**src/rtl/copro_serial_arbiter.sv**
```systemverilog
// Round-robin 2-way arbiter and bit-serial link master for the multiply coprocessor.
// One transaction at a time: request frame out on mosi, compute gap, result frame in on miso.
module copro_serial_arbiter #(
  parameter int unsigned TX_BITS    = 67,
  parameter int unsigned RX_BITS    = 32,
  parameter int unsigned GAP_CYCLES = 4,
  parameter int unsigned RX_SKIP    = 1
) (
  input  logic               clock,
  input  logic               reset,
  input  logic [1:0]         req_valid,
  output logic [1:0]         req_ready,
  input  logic [5:0]         req_opcode,
  input  logic [63:0]        req_opa,
  input  logic [63:0]        req_opb,
  output logic [1:0]         rsp_valid,
  output logic [RX_BITS-1:0] rsp_data,
  output logic               busy,
  output logic               nss,
  output logic               sclk,
  output logic               mosi,
  input  logic               miso
);

  localparam int unsigned RxLen  = RX_SKIP + RX_BITS;
  localparam int unsigned TxGap  = (TX_BITS > GAP_CYCLES) ? TX_BITS : GAP_CYCLES;
  localparam int unsigned CntMax = (TxGap > RxLen) ? TxGap : RxLen;
  localparam int unsigned CntW   = $clog2(CntMax + 1);

  typedef enum logic [2:0] {StIdle, StTx, StGap, StRx, StDone} state_e;

  state_e               state_q, state_d;
  logic [CntW-1:0]      cnt_q, cnt_d;
  logic [TX_BITS-1:0]   shreg_q, shreg_d;
  logic                 grant_q, grant_d;
  logic                 last_grant_q, last_grant_d;
  logic [RX_BITS-1:0]   result_q, result_d;
  logic [RX_BITS-1:0]   rsp_data_q, rsp_data_d;
  logic                 sel;

  // On a tie, favour whoever did not win last time.
  assign sel      = (req_valid == 2'b11) ? ~last_grant_q : req_valid[1];
  assign rsp_data = rsp_data_q;

  always_comb begin
    state_d      = state_q;
    cnt_d        = cnt_q;
    shreg_d      = shreg_q;
    grant_d      = grant_q;
    last_grant_d = last_grant_q;
    result_d     = result_q;
    rsp_data_d   = rsp_data_q;
    req_ready    = '0;
    rsp_valid    = '0;
    busy         = 1'b1;
    nss          = 1'b1;
    sclk         = 1'b0;
    mosi         = 1'b0;

    unique case (state_q)
      StIdle: begin
        busy = 1'b0;
        if (req_valid != 2'b00) begin
          req_ready[sel] = 1'b1;
          grant_d        = sel;
          shreg_d        = sel ? {req_opcode[5:3], req_opa[63:32], req_opb[63:32]}
                               : {req_opcode[2:0], req_opa[31:0], req_opb[31:0]};
          cnt_d          = '0;
          state_d        = StTx;
        end
      end
      StTx: begin
        nss     = 1'b0;
        sclk    = 1'b1;
        mosi    = shreg_q[TX_BITS-1];
        shreg_d = shreg_q << 1;
        if (cnt_q == CntW'(TX_BITS - 1)) begin
          cnt_d   = '0;
          state_d = StGap;
        end else begin
          cnt_d = cnt_q + CntW'(1);
        end
      end
      StGap: begin
        if (cnt_q == CntW'(GAP_CYCLES - 1)) begin
          cnt_d   = '0;
          state_d = StRx;
        end else begin
          cnt_d = cnt_q + CntW'(1);
        end
      end
      StRx: begin
        nss   = 1'b0;
        cnt_d = cnt_q + CntW'(1);
        // The slave needs RX_SKIP cycles before its first result bit is valid.
        if (cnt_q >= CntW'(RX_SKIP)) begin
          sclk     = 1'b1;
          result_d = {result_q[RX_BITS-2:0], miso};
        end
        if (cnt_q == CntW'(RxLen - 1)) begin
          rsp_data_d = {result_q[RX_BITS-2:0], miso};
          cnt_d      = '0;
          state_d    = StDone;
        end
      end
      StDone: begin
        rsp_valid[grant_q] = 1'b1;
        last_grant_d       = grant_q;
        state_d            = StIdle;
      end
      default: state_d = StIdle;
    endcase
  end

  always_ff @(posedge clock) begin
    if (!reset) begin
      state_q      <= StIdle;
      cnt_q        <= '0;
      shreg_q      <= '0;
      grant_q      <= 1'b0;
      last_grant_q <= 1'b1;
      result_q     <= '0;
      rsp_data_q   <= '0;
    end else begin
      state_q      <= state_d;
      cnt_q        <= cnt_d;
      shreg_q      <= shreg_d;
      grant_q      <= grant_d;
      last_grant_q <= last_grant_d;
      result_q     <= result_d;
      rsp_data_q   <= rsp_data_d;
    end
  end

endmodule

```
**config.mk**
```make
export PLATFORM = sky130hd
export DESIGN_NAME = copro_serial_arbiter
export DESIGN_NICKNAME = d
export VERILOG_FILES = /design/src/rtl/copro_serial_arbiter.sv
export SDC_FILE = /design/constraint.sdc
export NUM_CORES = 1
export LEC_CHECK = 0
export ABC_AREA = 1
export CAP_MARGIN = 20
export CORE_UTILIZATION = 49
export CTS_BUF_LIST = sky130_fd_sc_hd__clkbuf_16
export DETAILED_ROUTE_END_ITERATION = 10
export GPL_TIMING_DRIVEN = 1
export PLACE_DENSITY = 0.76
export RECOVER_POWER = 50
export SLEW_MARGIN = 20
export SYNTH_ARGS = -nofsm -noshare
export SYNTH_HDL_FRONTEND = slang
export SYNTH_SLANG_ARGS = --single-unit
```
**constraint.sdc**
```tcl
create_clock -name clock -period 2.31 [get_ports clock]
set_clock_uncertainty 0.15 [all_clocks]
set_input_delay 0.462 -clock clock [delete_from_list [all_inputs] [get_ports clock]]
set_output_delay 0.462 -clock clock [all_outputs]
set_load 0.01 [all_outputs]
```
==> out/qor.yml <==
finish:
  diodes: 0
  regArea_um2: 2850
  syn_to_final_growth_pct: 35.9
  nFillCells: 1148
  drive_above_1_share_pct: 12.4
  multiInputGateArea_um2: 3360
  fin_nets: 1268
  final_core_util_pct: 69.5
  final_area_um2: 9350
floorplanning:
  initial_utilization_pct: 51.1
  die_h_um: 120
  row_count: 42
  ioPinCount: 179
  die_area_um2: 14500
  die_w_um: 120
  core-area_um2: 13500
setup_path:
  crit_path_end_kind: "output port"
  startpoint: "state_q[2]"
  timing.rr.end: "shreg_q[41]"
  cp.arrival_ps: 1630
  r2r_cells: 9
  cp.required_ps: 1700
  crit_type: "reg -> out"
  r2r_slack_ps: 290
  critPathLaunchType: "register"
  crit_path_max_fanout: 5
  regToRegStartpoint: "state_q[2]"
timing:
  period_needed_ps: 2240
  tightest_slew_ps: 727
  worst_hold_slack_ps: 262
  hold_viol: 0
  fin_crit_sh_pct: 97.0
  relSlewSlack_pct: 51.5
  slew_violations: 0
  finalSetupViolations: 0
  fmax_ghz: 0.446
synth:
  yosysMostFrequentCell: "nand2_1"
  synthesis.nets: 1120
  synth_top_area_share_pct: 41.3
  yosys_warnings: 0
  synthAdderAreaFrac_pct: 0.728
  netlist_area_um2: 6880
  synth_cell_types: 25
  synthTopCellsByArea: "dfxtp_1 41%, nand3_1 10%, nand2_1 8.5%"
  synth_edf_count: 0
  muxShareOfSynthArea_pct: 0
  synth_area_per_cell_um2: 7.04
  ys.flop_type: "dfxtp_1"
  syn-instance-count: 977
  synth-seq-cells: 142
  synth_xor_area_share_pct: 0.509
  synth_common_cells: "155 x nand2_1, 144 x nand3_1, 142 x dfxtp_1"
  synth-async-reset-ratio_pct: 0
  synth_simple_gate_area_share_pct: 34.7
  seq_area_frac_synth_pct: 41.3
  synth_compound_area_share_pct: 12.8
  yosys.area.top_type: "dfxtp_1"
  synth_top_family_by_area: "simple AND/OR/NAND/NOR gates"
job:
  drv_cap: 0
clock_tree:
  tritoncts: "built"
  cts_buffer_depth: 2
  htree_num_levels: 4
  numCtsBuffers: 17
  path_clk_slew_ps: 60
  cts_sinks: 142
  clk-insertion-delay-late_ps: 410
  cts_root_buf: "clkbuf_16"
status:
  status: "finished clean"
power_and_ir_drop:
  power.density_nw_per_um2: 975
  leakagePower_nw: 4.35
  ir_drop_uv: 567
  finalPower_w: 0.00911
route:
  drt-initial-drc-count: 403
  post-route-drc-count: 0
  via_per_inst: 5.13
  first_pass_iters: 5
  post_drt_wl_per_cell_um: 13.4
  vias: 6736
  drt-total-wl_um: 17600
  ant_nets: 0
worst_hold_path:
  min_from: "reset"
  hold_depth: 2
  hold_class: "in -> reg"
  min_to: "last_grant_q"
placement:
  io_buffer_count: 178
  place_hpwl_um: 11300
  gp_congestion: 0.815
  place_area_um2: 8760
global_route:
  grt-ovfl-total: 0
  grt_pass1_vias: 5959
  grtUsageTotal_pct: 24.0
  grt_pass1_wl_um: 28400
  grt_antenna_before_repair: 0
  grt_max_degree: 84
==> cell type report <==
cell class	instances	area share [%]
multi-input combinational	673	36.0
sequential	142	30.5
timing repair buffer	201	21.4
clock buffer	17	4.55
inverter	90	3.61
tap	176	2.36
clock inverter	15	1.65
==> flip-flops by register name (all words and copies together) (netlist names) <==
name	cells
last_grant_q	1
result_q	31
grant_q	1
state_q	3
shreg_q	67
rsp_data	32
cnt_q	7
==> routing by layer <==
metal | vias to the layer above | wire [um] | track usage [%]
met2 | 168 | 8070 | 39.3
met1 | 3071 | 8430 | 32.3
li1 | 3487 | - | -
met3 | 10 | 986 | 4.95
met4 | 0 | 140 | 5.86
met5 | - | 0 | 0
==> layout by cell type, fill, tap and decap left out, drive strengths merged <==
cell | synthesis | final
nand2 | 157 | 157
nand3 | 144 | 144
dfxtp | 142 | 142
clkdlybuf4s50 | 0 | 140
nor2 | 127 | 127
inv | 90 | 97
o21ai | 69 | 69
o211ai | 66 | 66
or2 | 63 | 63
dlygate4sd3 | 0 | 32
nor3 | 31 | 31
buf | 52 | 23
clkbuf | 20 | 20
a21oi | 6 | 6
clkinv | 0 | 5
xor2 | 4 | 4
ha | 4 | 4
dlygate4sd2 | 0 | 3
clkinvlp | 0 | 2
nand4 | 1 | 1
a31oi | 1 | 1
bufinv | 0 | 1
==> worst max path at each step <==
stage | endpoint | slack, ps | cells past startpoint
floorplan | sclk | 400 | 7
global placement | req_ready[0] | -140 | 6
detailed placement | req_ready[0] | -150 | 6
CTS | sclk | -140 | 7
global route | nss | -0.8 | 3
finish | nss | 70 | 3
==> cell families after synthesis <==
| family | after synthesis |
|---|---|
| xor gates and xnor gates | 4 |
| AOI/OAI and AO/OA | 142 |
| adders and majority gates | 4 |
| DFF | 142 |
| buffers and inverters | 162 |
| and+or+nand+nor | 523 |
==> power breakdown <==
| part | switching (W) | internal, W |
|---|---|---|
| clock | 0.00113 | 0.00152 |
| combinational | 0.00199 | 0.00125 |
| sequential | 0.000280 | 0.00293 |
| total | 0.00340 | 0.00571 |
==> through the flow <==
stage | setup WS, ps | TNS [ps] | std cells
5_1_grt | -0.843 | -0.843 | 1314
4_1_cts | -139 | -294 | 1313
2_1_floorplan | 395 | 0 | 977
3_5_place_dp | -151 | -215 | 1281
3_3_place_gp | -139 | -196 | 1281
6_report | 68.3 | 0 | 1314
==> what timing repair did <==
action                     4_1_cts  5_1_grt
buffers inserted                 0        1
hold endpoints to repair         0        0
gates resized for setup          5        9
hold buffers                     0        0
pin swaps                        0        1
setup endpoints to repair        6        3
==> critical path, stage by stage (launching register included) <==
cell             delay [ps]
dfxtp_1                 430
inv_2                    90
nand2_2                 130
clkdlybuf4s50_1         570
(Power assumes the default switching activity.)
